**src/rtl/router_port_pkg.sv**
```systemverilog
// Shared types for the router-side byte-serial link endpoint: packet layout,
// wire packet length and the RX/TX state encodings.
package router_port_pkg;

    localparam int PKT_BYTES = 4;

    typedef struct packed {
        logic [3:0]  src;
        logic [3:0]  dest;
        logic [23:0] data;
    } pkt_t;

    typedef enum logic [1:0] {
        RX_IDLE = 2'd0,
        RX_B1   = 2'd1,
        RX_B2   = 2'd2,
        RX_B3   = 2'd3
    } rx_state_t;

    typedef enum logic [1:0] {
        TX_IDLE = 2'd0,
        TX_WAIT = 2'd1,
        TX_SEND = 2'd2
    } tx_state_t;

    // Wire byte n of a packet; byte0 is {src,dest}.
    function automatic logic [7:0] pkt_byte(input pkt_t p, input logic [1:0] idx);
        logic [31:0] w;
        w = p;
        case (idx)
            2'd0:    pkt_byte = w[31:24];
            2'd1:    pkt_byte = w[23:16];
            2'd2:    pkt_byte = w[15:8];
            default: pkt_byte = w[7:0];
        endcase
    endfunction

endpackage

```
**src/rtl/router_port_pktfifo.sv**
```systemverilog
// Whole-packet FIFO for the RX path. Push and pop may coincide at any
// occupancy, including full; the caller guarantees no push into a full FIFO.
module router_port_pktfifo
    import router_port_pkg::*;
#(
    parameter int DEPTH = 2
) (
    input  logic                     clock,
    input  logic                     reset_n,
    input  logic                     push,
    input  pkt_t                     push_pkt,
    input  logic                     pop,
    output pkt_t                     head_pkt,
    output logic                     empty,
    output logic [$clog2(DEPTH):0]   count
);

    localparam int AW = $clog2(DEPTH);
    localparam int CW = AW + 1;

    pkt_t          mem [DEPTH];
    logic [AW-1:0] wr_ptr;
    logic [AW-1:0] rd_ptr;

    assign head_pkt = mem[rd_ptr];
    assign empty    = (count == '0);

    // Storage carries no reset; only pointers and count define contents.
    always_ff @(posedge clock) begin
        if (push) begin
            mem[wr_ptr] <= push_pkt;
        end
    end

    always_ff @(posedge clock) begin
        if (!reset_n) begin
            wr_ptr <= '0;
            rd_ptr <= '0;
            count  <= '0;
        end else begin
            if (push) begin
                wr_ptr <= wr_ptr + AW'(1);
            end
            if (pop) begin
                rd_ptr <= rd_ptr + AW'(1);
            end
            case ({push, pop})
                2'b10:   count <= count + CW'(1);
                2'b01:   count <= count - CW'(1);
                default: count <= count;
            endcase
        end
    end

endmodule

```
**src/rtl/router_port.sv**
```systemverilog
// Router-side endpoint of the node<->router byte-serial link: RX deserializer
// with packet FIFO, TX serializer. Optional counters under ROUTER_PORT_STATS_EN.
module router_port
    import router_port_pkg::*;
#(
    parameter int RX_DEPTH = 2
) (
    input  logic        clock,
    input  logic        reset_n,
    output logic        free_outbound,
    input  logic        put_outbound,
    input  logic [7:0]  payload_outbound,
    input  logic        free_inbound,
    output logic        put_inbound,
    output logic [7:0]  payload_inbound,
    output pkt_t        rx_pkt,
    output logic        rx_valid,
    input  logic        rx_ready,
    input  pkt_t        tx_pkt,
    input  logic        tx_valid,
    output logic        tx_ready,
    output logic        rx_err
`ifdef ROUTER_PORT_STATS_EN
    ,
    output logic [15:0] rx_count,
    output logic [15:0] tx_count
`endif
);

    localparam int CW = $clog2(RX_DEPTH) + 1;
    localparam int OW = CW + 1;

    rx_state_t       rx_state;
    logic [7:0]      rx_b0;
    logic [7:0]      rx_b1;
    logic [7:0]      rx_b2;
    logic            rx_push;
    logic            rx_pop;
    logic            rx_start;
    logic            next_reserved;
    logic [OW-1:0]   occ_next;
    logic            free_next;
    logic            fifo_empty;
    logic [CW-1:0]   fifo_count;
    pkt_t            rx_assembled;

    tx_state_t       tx_state;
    pkt_t            tx_buf;
    logic [1:0]      tx_idx;

    router_port_pktfifo #(
        .DEPTH (RX_DEPTH)
    ) u_fifo (
        .clock    (clock),
        .reset_n  (reset_n),
        .push     (rx_push),
        .push_pkt (rx_assembled),
        .pop      (rx_pop),
        .head_pkt (rx_pkt),
        .empty    (fifo_empty),
        .count    (fifo_count)
    );

    assign rx_valid = !fifo_empty;

    // A slot is reserved from byte0 until the packet is pushed or aborted,
    // so the reservation is fully implied by the RX state and put_outbound.
    always_comb begin
        rx_push       = (rx_state == RX_B3) && put_outbound;
        rx_pop        = rx_valid && rx_ready;
        rx_start      = (rx_state == RX_IDLE) && put_outbound && free_outbound;
        next_reserved = rx_start ||
                        (((rx_state == RX_B1) || (rx_state == RX_B2)) && put_outbound);
        rx_assembled  = {rx_b0, rx_b1, rx_b2, payload_outbound};
        occ_next      = OW'(fifo_count) + OW'(rx_push) + OW'(next_reserved) - OW'(rx_pop);
        free_next     = occ_next < OW'(RX_DEPTH);
    end

    always_ff @(posedge clock) begin
        if (!reset_n) begin
            rx_state      <= RX_IDLE;
            free_outbound <= 1'b0;
            rx_err        <= 1'b0;
            rx_b0         <= '0;
            rx_b1         <= '0;
            rx_b2         <= '0;
        end else begin
            free_outbound <= free_next;
            rx_err        <= 1'b0;
            case (rx_state)
                RX_IDLE: begin
                    if (put_outbound) begin
                        if (free_outbound) begin
                            rx_b0    <= payload_outbound;
                            rx_state <= RX_B1;
                        end else begin
                            rx_err <= 1'b1;
                        end
                    end
                end
                RX_B1: begin
                    if (put_outbound) begin
                        rx_b1    <= payload_outbound;
                        rx_state <= RX_B2;
                    end else begin
                        rx_err   <= 1'b1;
                        rx_state <= RX_IDLE;
                    end
                end
                RX_B2: begin
                    if (put_outbound) begin
                        rx_b2    <= payload_outbound;
                        rx_state <= RX_B3;
                    end else begin
                        rx_err   <= 1'b1;
                        rx_state <= RX_IDLE;
                    end
                end
                RX_B3: begin
                    if (!put_outbound) begin
                        rx_err <= 1'b1;
                    end
                    rx_state <= RX_IDLE;
                end
                default: rx_state <= RX_IDLE;
            endcase
        end
    end

    // tx_idx wrapping to 0 after byte3 gives one extra SEND cycle, which
    // keeps put_inbound low for two cycles before the next byte0.
    always_ff @(posedge clock) begin
        if (!reset_n) begin
            tx_state        <= TX_IDLE;
            tx_ready        <= 1'b0;
            put_inbound     <= 1'b0;
            payload_inbound <= '0;
            tx_buf          <= '0;
            tx_idx          <= '0;
        end else begin
            case (tx_state)
                TX_IDLE: begin
                    put_inbound <= 1'b0;
                    if (tx_valid && tx_ready) begin
                        tx_buf   <= tx_pkt;
                        tx_ready <= 1'b0;
                        tx_state <= TX_WAIT;
                    end else begin
                        tx_ready <= 1'b1;
                    end
                end
                TX_WAIT: begin
                    if (free_inbound) begin
                        put_inbound     <= 1'b1;
                        payload_inbound <= pkt_byte(tx_buf, 2'd0);
                        tx_idx          <= 2'd1;
                        tx_state        <= TX_SEND;
                    end
                end
                TX_SEND: begin
                    if (tx_idx == 2'd0) begin
                        put_inbound <= 1'b0;
                        tx_ready    <= 1'b1;
                        tx_state    <= TX_IDLE;
                    end else begin
                        put_inbound     <= 1'b1;
                        payload_inbound <= pkt_byte(tx_buf, tx_idx);
                        tx_idx          <= tx_idx + 2'd1;
                    end
                end
                default: begin
                    put_inbound <= 1'b0;
                    tx_ready    <= 1'b0;
                    tx_state    <= TX_IDLE;
                end
            endcase
        end
    end

`ifdef ROUTER_PORT_STATS_EN
    always_ff @(posedge clock) begin
        if (!reset_n) begin
            rx_count <= '0;
            tx_count <= '0;
        end else begin
            if (rx_push) begin
                rx_count <= rx_count + 16'd1;
            end
            if ((tx_state == TX_SEND) && (tx_idx == 2'd3)) begin
                tx_count <= tx_count + 16'd1;
            end
        end
    end
`endif

endmodule

```
**config.mk**
```make
export PLATFORM = sky130hd
export DESIGN_NAME = router_port
export DESIGN_NICKNAME = d
export VERILOG_FILES = /design/src/rtl/router_port_pkg.sv /design/src/rtl/router_port_pktfifo.sv /design/src/rtl/router_port.sv
export SDC_FILE = /design/constraint.sdc
export NUM_CORES = 1
export LEC_CHECK = 0
export ABC_CLOCK_PERIOD_IN_PS = 2600
export BUFFER_PORTS_ARGS = -buffer_cell sky130_fd_sc_hd__buf_2
export CAP_MARGIN = 25
export CORE_MARGIN = 3
export CORE_UTILIZATION = 50
export DETAILED_ROUTE_END_ITERATION = 12
export PLACE_DENSITY = 0.75
export RECOVER_POWER = 100
export SYNTH_ARGS = -nofsm -noshare
export SYNTH_HDL_FRONTEND = slang
export SYNTH_SLANG_ARGS = --single-unit
export TNS_END_PERCENT = 10
```
**constraint.sdc**
```tcl
create_clock -name clock -period 2.6 [get_ports clock]
set_input_delay 0.13 -clock clock [delete_from_list [all_inputs] [get_ports clock]]
set_output_delay 0.13 -clock clock [all_outputs]
set_load 0.005 [all_outputs]
```
==> results_dict.tcl, run 1 <==
set metrics [dict create \
    ant_nets 0 \
    power_density_mw_per_mm2 849 \
    status "finished clean" \
    r2r-end "free_outbound" \
    yosys_warnings 0 \
    cts_tree "done" \
    initial_core_util_pct 51.5 \
    clock_skew_ns 0.00766 \
    numCtsBuffers 17 \
    dieArea_mm2 0.0126 \
    finalNonFillerCells 791 \
    synth_ff_type "dfxtp_1" \
    grt_pass1_vias 4296 \
    crit_end "free_outbound" \
    drive_above_1_share_pct 21.2 \
    netlist_area_mm2 0.00563 \
    grt.overflow.total 0 \
    hold_viol_final 0 \
    vias_per_cell 5.26 \
    slew_headroom_pct 15.2 \
    synth.distinct_cells 39 \
    r2r-start "rx_state[0]" \
    nNetsFinal 700 \
    setup_viol 0 \
    path_clk_slew_ns 0.06 \
    required_ns 2.87 \
    hold_slack_ns 0.0513 \
    core_area_mm2 0.0109 \
    areaGrowthSynthToFinish_pct 27.5 \
    diodes 0 \
    wl_per_cell_um 15.7 \
    num_io_pins 91 \
    drtIter0Drc 326 \
    startpoint_type "flop" \
    finalSetupTns_ns 0 \
    antenna_found_initial 0 \
    cts.path.max_buffers 2 \
    worst_pin_slew_ns 1.27 \
    worstPathArrival_ns 2.74 \
    dp_slack_ns 0.0760 \
    chipHeight_um 112 \
    report.final.slew_viol_count 0 \
    grt_pass1_wl_um 20400 \
    reg2reg_slack_ns 0.13 \
    place.gp.congestion 0.798 \
    p_leak_nw 2.61 \
    die_w_um 112 \
    drt-total-wl_um 12400 \
    finish.utilization_pct 65.7 \
    async_reset_ff_share_pct 0 \
    dpl_cell_area_mm2 0.00617 \
    synth.avg_cell_area_um2 11.0 \
    final_cell_area_mm2 0.00718 \
    drc 0 \
    placementRows 38 \
    cts_root_buffer "clkbuf_16" \
    hold_path.class "in2reg" \
    rsz0062_at_grt "no" \
    port_buffers 90 \
    ys_seq_area_share_pct 62.2 \
    synthCells 510 \
    r2r.worst_path.cells 11 \
    worstSetupEndpointType "flop" \
    ys_ff_latch 143 \
    insertion_delay_ns 0.41 \
    finalCritPeriodShare_pct 95.2 \
    place_inst 719 \
    hold_depth 3 \
    first_pass_iters 4 \
    p_total_mw 6.10 \
    path_class "reg2reg" \
    cap_violations 0 \
    clock-sinks 143 \
    cp-startpoint "rx_state[0]" \
    grt_use_total_pct 20.3 \
    cp_max_fo 5 \
    h-tree-depth 4 \
    min_from "reset_n" \
    synth_edf_count 64 \
    worst_slack_ns 0.126 \
    peakVddDrop_mv 0.563 \
    max_freq_mhz 404 \
    period_minus_slack_ns 2.47 \
    syn-num-nets 572 \
    hpwl_um 7690 \
    grt_max_degree 39 \
    via_count 4161 \
]
==> where the power goes <==
| part | internal [mW] | total (mW) | switching [mW] |
|---|---|---|---|
| Combinational | 0.324 | 0.819 | 0.494 |
| Sequential | 2.50 | 2.61 | 0.102 |
| Clock | 1.80 | 2.67 | 0.876 |
==> state kept, by name, indices dropped and copies added, names as in the netlist, 2 cells and up, named ones only <==
register,count
payload_inbound,8
rx_b0,8
rx_b1,8
rx_b2,8
rx_state,2
tx_buf,32
tx_idx,2
tx_state,2
u_fifo.count,2
u_fifo.mem,64
==> how the worst min path moves through the flow <==
| stage | end |
|---|---|
| 6_report | payload_inbound[4] |
| 5_1_grt | payload_inbound[5] |
| 4_1_cts | payload_inbound[4] |
| 3_5_place_dp | tx_buf[22] |
| 3_3_place_gp | tx_buf[10] |
| 2_1_floorplan | u_fifo.mem[0][0] |
==> synthesized netlist by cell type, drive strengths merged, types with 5 or more instances <==
master | n | area (µm²)
nand2 | 109 | 409
ha | 15 | 188
buf | 12 | 65.1
nor3 | 5 | 30.0
a21oi | 84 | 432
o21ai | 18 | 90.1
nor2 | 17 | 63.8
mux2 | 34 | 383
a22oi | 10 | 75.1
inv | 11 | 41.3
edfxtp | 64 | 1920
clkbuf | 16 | 61.3
dfxtp | 79 | 1580
nand3 | 10 | 50.1
==> kinds of logic (layout without fill, tap and decap cells) <==
kind of cell    count (synthesis)  after routing  share of synthesized area, %
mux                            36             36                          7.16
xor+xnor                        5              5                         0.778
buf+inv                        40            181                          3.56
simple gates                  151            151                          11.0
flops                         143            143                          62.2
fa+ha+maj                      16             16                          3.69
compound gates                119            119                          11.6
==> cells in the final DEF, fill, tap and decap left out, types with 6 or more instances in the layout <==
| master | count |
|---|---|
| nand3_1 | 10 |
| clkbuf_1 | 29 |
| dfxtp_1 | 77 |
| a22oi_1 | 10 |
| inv_1 | 10 |
| bufinv_16 | 6 |
| o21ai_0 | 18 |
| mux2_2 | 29 |
| edfxtp_1 | 64 |
| nand2_1 | 109 |
| a21oi_1 | 81 |
| buf_2 | 63 |
| dlygate4sd3_1 | 40 |
| clkbuf_16 | 17 |
| ha_1 | 15 |
| nor2_1 | 16 |
==> repair_timing <==
item                                    CTS  global route
hold buffers                             40             0
endpoints found under the setup margin    0             1
buffers inserted                          0             0
resized for setup                         0             2
hold endpoints to repair                 49             0
==> metal layers <==
layer	global-route usage [%]	vias up	routed length (µm)
li1	-	2035	-
met1	24.3	1977	5290
met2	34.5	133	6230
met3	5.66	16	682
met4	8.73	0	213
met5	0	-	0
==> worst max-delay path, cell delays in order (launching register included) <==
cell,delay (ns)
dfxtp_2,0.35
inv_1,0.09
ha_1,0.25
and3_1,0.17
a21oi_1,0.13
ha_1,0.25
inv_1,0.07
ha_1,0.23
a31o_2,0.21
fa_1,0.37
xnor2_1,0.15
nor3_1,0.06
==> final cells by class <==
cell class	count	area (µm²)
fill	813	3760
sequential	143	3510
multi-input combinational	327	1920
timing repair buffer	138	878
clock buffer	20	437
clock inverter	12	218
tap	140	175
inverter	11	41.3
No activity file was read; power rests on OpenSTA's default activity.
==> run 2, diff against run 1 <==
--- a/config.mk
+++ b/config.mk
@@ -5,13 +5,13 @@
 export SDC_FILE = /design/constraint.sdc
 export NUM_CORES = 1
 export LEC_CHECK = 0
-export ABC_CLOCK_PERIOD_IN_PS = 2600
+export ABC_CLOCK_PERIOD_IN_PS = 2300
 export BUFFER_PORTS_ARGS = -buffer_cell sky130_fd_sc_hd__buf_2
 export CAP_MARGIN = 25
 export CORE_MARGIN = 3
-export CORE_UTILIZATION = 50
+export CORE_UTILIZATION = 56
 export DETAILED_ROUTE_END_ITERATION = 12
-export PLACE_DENSITY = 0.75
+export PLACE_DENSITY = 0.79
 export RECOVER_POWER = 100
 export SYNTH_ARGS = -nofsm -noshare
 export SYNTH_HDL_FRONTEND = slang
==> constraint.sdc (replaced) <==
create_clock -name clock -period 2.3 [get_ports clock]
set_input_delay 0.115 -clock clock [delete_from_list [all_inputs] [get_ports clock]]
set_output_delay 0.115 -clock clock [all_outputs]
set_load 0.005 [all_outputs]
==> run 2 against run 1 <==
  * The flow now finishes with violations (setup timing)
  * Non-clock buffer count rose by 11
  * Power rose by 9.0%
  * Worst setup slack got worse by 0.17 ns
  * Routed wire length rose by 7.7%
  * Global-route usage rose by 3.5 points
  * Utilization rose by 11 points
  * Largest power group is now registers
  * Highest routed layer unchanged
==> results_dict.tcl, run 2 (synthesis gave the netlist of run 1 again) <==
set metrics [dict create \
    status "finished with violations" \
    violations "setup timing" \
    cap_violations 0 \
    finalNonFillerCells 791 \
    top_regs "u_fifo.mem: 64 flops, tx_buf: 32 flops" \
    placementRows 35 \
    h-tree-depth 4 \
    die_w_um 106 \
    clock-sinks 143 \
    period_minus_slack_ns 2.34 \
    cp_max_fo 3 \
    r2r.worst_path.cells 11 \
    final_cell_mix "nand2_1, a21oi_1, dfxtp_1" \
    peakVddDrop_mv 0.614 \
    ant_nets 0 \
    cts.path.max_buffers 2 \
    hold_viol_final 0 \
    report.final.slew_viol_count 0 \
    hold_depth 4 \
    worstPathArrival_ns 2.78 \
    first_pass_iters 5 \
    grt.overflow.total 0 \
    grt_pass1_vias 4337 \
    nNetsFinal 711 \
    p_total_mw 6.64 \
    cts_tree "done" \
    vias_per_cell 5.50 \
    min_to "put_inbound" \
    largest_reg_flops 64 \
    multiInputGateArea_mm2 0.00199 \
    drc 0 \
    hpwl_um 7610 \
    diodes 0 \
    r2r-start "rx_state[1]" \
    grt_use_total_pct 23.8 \
    r2r-end "free_outbound" \
    place_inst 717 \
    insertion_delay_ns 0.53 \
    worst_pin_slew_ns 0.764 \
    grt_max_degree 50 \
    path_cells "inv_2, ha_4, and3_4, a21oi_2, ha_1, inv_2, ha_4, a31o_4, fa_2, xnor2_2, nor3_1" \
    via_count 4353 \
    drtIter0Drc 294 \
    setup_viol 1 \
    reg2reg_slack_ns -0.04 \
    cts_root_buffer "clkbuf_8" \
    largest_register "u_fifo.mem" \
    core_area_mm2 0.00950 \
    areaGrowthSynthToFinish_pct 29.2 \
    chipHeight_um 106 \
    clock_skew_ns 0.0105 \
    path_clk_slew_ns 0.06 \
    initial_core_util_pct 59.2 \
    numCtsBuffers 17 \
    seq_area_mm2 0.00351 \
    worst-path-buf-inv 2 \
    met3_usage_pct 5.46 \
    met2_usage_pct 42.3 \
    power_density_mw_per_mm2 913 \
    finalSetupTns_ns -0.0404 \
    use_met1_pct 28.0 \
    worstSetupEndpointType "flop" \
    grt_pass1_wl_um 21000 \
    drt-total-wl_um 13400 \
    place.gp.congestion 0.799 \
    crit_path_top_delay_cell "fa_2" \
    wl_per_cell_um 16.9 \
    antenna_found_initial 0 \
    min_from "free_inbound" \
    cp_slowest_stage_delay_ns 0.37 \
    drive_above_1_share_pct 26.4 \
    rsz0062_at_grt "yes" \
    mostFrequentLayoutCell "nand2_1" \
    fillers 587 \
    cp_top_family "adder cells" \
    max_freq_mhz 427 \
    grt.busiest_layer "met2" \
    hold_path.class "in2reg" \
    startpoint_type "flop" \
    path_class "reg2reg" \
    dieArea_mm2 0.0113 \
    port_buffers 90 \
    slew_headroom_pct 49.0 \
    worst_slack_ns -0.0404 \
    finalCritPeriodShare_pct 102 \
    required_ns 2.74 \
    p_leak_nw 2.66 \
    num_io_pins 91 \
]
run 2: changes by cell type in the layout (fill, tap and decap cells not counted), moves of 3 or more:
cell	change
buf_2	+10
buf_4	+13
bufinv_16	-4
clkbuf_1	-12
clkbuf_2	-3
clkinv_2	-4
inv_6	+4
inv_8	+4
mux2_1	-4
mux2_2	+4
run 2: timing repair:
action | in CTS | in global routing
setup buffers | 0 | 0
hold endpoints to repair | 81 | 0
resized for setup | 3 | 11
hold buffers | 42 | 0
endpoints found under the setup margin | 1 | 1
pin swaps | 0 | 4
run 2: area by class of cell:
cell class,instances,share of cell area (%)
flip-flops and latches,143,48.2
multi-input cells,327,27.3
repair buffers,149,13.6
clock buffers,17,5.69
clock inverters,15,2.44
well taps,129,2.22
inverters,11,0.567
run 2: layer usage:
metal | part of all wire, % | routed length (µm)
met1 | 39 | 5220
met2 | 53 | 7120
met3 | 5.4 | 716
met4 | 2.3 | 303
met5 | 0 | 0
run 2: how the worst max path moves through the flow:
stage | cells after the start | end | slack [ns] | from
2_1_floorplan | 12 | free_outbound | -0.1 | rx_state[0]
3_3_place_gp | 11 | free_outbound | 0.08 | rx_state[1]
3_5_place_dp | 11 | free_outbound | -0.01 | rx_state[1]
4_1_cts | 11 | free_outbound | 0.02 | rx_state[0]
5_1_grt | 11 | free_outbound | -0.09 | rx_state[1]
6_report | 11 | free_outbound | -0.04 | rx_state[1]
run 2: per-stage QoR:
stage | util, % | cell area [µm²] | hold WS, ns | setup WS, ns
after floorplan | - | 5640 | 0.214 | -0.0982
after detailed placement | 65.5 | 6230 | 0.361 | -0.0141
after global placement | 65.5 | 6230 | 0.355 | 0.0781
after global routing | 76.6 | 7280 | 0.0540 | -0.0902
after CTS | 76.2 | 7240 | 0.00232 | 0.0164
final | 76.6 | 7280 | 0.0172 | -0.0404
run 2: worst register-to-register path, cell delays in order, from the launching register on:
cell and delay [ns]:
dfxtp_2 0.33, inv_2 0.10, ha_4 0.15, and3_4 0.19, a21oi_2 0.04, ha_1 0.28, inv_2 0.07, ha_4 0.19
a31o_4 0.22, fa_2 0.37, xnor2_2 0.14, nor3_1 0.18
run 2: power by group:
| group | internal (mW) | switching [mW] |
|---|---|---|
| Clock | 1.58 | 1.13 |
| Sequential | 2.83 | 0.119 |
| Combinational | 0.396 | 0.588 |
| Total | 4.81 | 1.84 |
==> run 3, diff against run 2 <==
--- a/config.mk
+++ b/config.mk
@@ -11,7 +11,7 @@
 export CORE_MARGIN = 3
 export CORE_UTILIZATION = 56
 export DETAILED_ROUTE_END_ITERATION = 12
-export PLACE_DENSITY = 0.79
+export PLACE_DENSITY = 0.76
 export RECOVER_POWER = 100
 export SYNTH_ARGS = -nofsm -noshare
 export SYNTH_HDL_FRONTEND = slang
==> run 3 against run 2 <==
  * The flow now finishes without violations
  * Largest power group unchanged
  * Highest routed layer unchanged
  * Register-to-register slack gained 0.05 ns
  * Clock skew shrank 0.0010 ns
  * First-iteration DRC count shrank 12%
==> results_dict.tcl, run 3 (synthesis gave the netlist of run 1 again) <==
set metrics [dict create \
    status "finished clean" \
    cp_num_cells 11 \
    largest_reg_flops 64 \
    grt_pass1_wl_um 20500 \
    setup_viol 0 \
    nNetsFinal 709 \
    multiInputGateArea_mm2 0.00199 \
    drive_above_1_share_pct 23.3 \
    hpwl_um 7570 \
    ant_nets 0 \
    fillers 608 \
    placementRows 35 \
    finalCritPeriodShare_pct 99.7 \
    areaGrowthSynthToFinish_pct 28.2 \
    seq_area_mm2 0.00350 \
    place_inst 715 \
    vias_per_cell 5.44 \
    top_regs "u_fifo.mem: 64 flops, tx_buf: 32 flops" \
    finish.utilization_pct 76.0 \
    worst-path-buf-inv 2 \
    dieArea_mm2 0.0113 \
    report.final.slew_viol_count 0 \
    final_cell_mix "nand2_1, a21oi_1, dfxtp_1" \
    initial_core_util_pct 59.2 \
    place.gp.congestion 0.843 \
    first_pass_iters 7 \
    path_cells "inv_2, ha_4, and3_4, a21oi_2, ha_4, inv_2, ha_4, a31o_4, fa_2, xnor2_2, nor3_1" \
    path_class "reg2reg" \
    cp_max_fo 3 \
    slew_headroom_pct 41.9 \
    period_minus_slack_ns 2.29 \
    p_leak_nw 2.60 \
    diodes 0 \
    insertion_delay_ns 0.52 \
    worst_slack_ns 0.00578 \
    startpoint_type "flop" \
    finalNonFillerCells 789 \
    worstPathArrival_ns 2.73 \
    cts.path.max_buffers 2 \
    path_clk_slew_ns 0.06 \
    via_count 4292 \
    hold_path.class "in2reg" \
    drtIter0Drc 260 \
    h-tree-depth 4 \
    finalSetupTns_ns 0 \
    wl_per_cell_um 16.2 \
    grt_pass1_vias 4338 \
    r2r.worst_path.cells 11 \
    numCtsBuffers 17 \
    grt.overflow.total 0 \
    largest_register "u_fifo.mem" \
    cpMostUsedCell "ha_4" \
    grt_use_total_pct 23.2 \
    max_freq_mhz 436 \
    num_io_pins 91 \
    worstSetupEndpointType "flop" \
    crit_path_top_delay_cell "fa_2" \
    p_total_mw 6.57 \
    clock-sinks 143 \
    die_w_um 106 \
    cts_root_buffer "clkbuf_8" \
    cap_violations 0 \
    hold_viol_final 0 \
    mostFrequentLayoutCell "nand2_1" \
    required_ns 2.74 \
    dp_slack_ns -0.0303 \
    peakVddDrop_mv 0.695 \
    cp_top_family "adder cells" \
    core_area_mm2 0.00950 \
    drc 0 \
    drt-total-wl_um 12800 \
    antenna_found_initial 0 \
    chipHeight_um 106 \
    hold_depth 4 \
    cp_slowest_stage_delay_ns 0.37 \
    clock_skew_ns 0.00949 \
    worst_pin_slew_ns 0.872 \
    power_density_mw_per_mm2 910 \
    cts_tree "done" \
    port_buffers 90 \
    grt_max_degree 39 \
]
[run 3: area by class of cell]
cell class | instances | area share [%]
Clock inverter | 13 | 2.17
Clock buffer | 19 | 5.84
Multi-Input combinational cell | 327 | 27.6
Tap cell | 129 | 2.24
Inverter | 11 | 0.572
Timing Repair Buffer | 147 | 13.1
Sequential cell | 143 | 48.5
[run 3: per-stage QoR]
step	instance area, µm²	hold WS, ns
after floorplan	5640	0.214
after global placement	6200	0.356
after detailed placement	6200	0.363
after CTS	7200	0.00168
after global routing	7220	0.0319
final	7220	0.0140
[run 3: worst register-to-register path, cell delays in order, from the launching register on]
cell and delay, ns:
dfxtp_1 0.35, inv_2 0.07, ha_4 0.16, and3_4 0.15, a21oi_2 0.14, ha_4 0.22, inv_2 0.06, ha_4 0.19
a31o_4 0.22, fa_2 0.37, xnor2_2 0.15, nor3_1 0.14
[run 3: power breakdown]
part,internal (mW),switching [mW],total (mW)
clock network,1.57,1.08,2.65
registers,2.83,0.114,2.94
logic,0.398,0.579,0.977
total,4.80,1.77,6.57
[run 3: metal layers]
layer	vias up	global-route usage (%)	share of wire, %
met4	0	9.25	2.7
met2	170	41.4	52
met1	2027	26.5	40
met3	37	6.07	5.5
li1	2058	-	-
met5	-	0	0
[run 3: worst paths after layout]
check / startpoint / slack (ns) / to
max: rx_state[1] / 0.006 / free_outbound
max reg2reg: rx_state[1] / 0.006 / free_outbound
min reg2reg: rx_b0[0] / 0.44 / u_fifo.mem[1][24]
min: free_inbound / 0.01 / put_inbound
[run 3: repair_timing]
item	in CTS	in global routing
buffers inserted	0	0
pin swaps	1	1
hold buffers	41	0
gates resized for setup	7	6
hold endpoints to repair	80	0
setup endpoints to repair	1	1
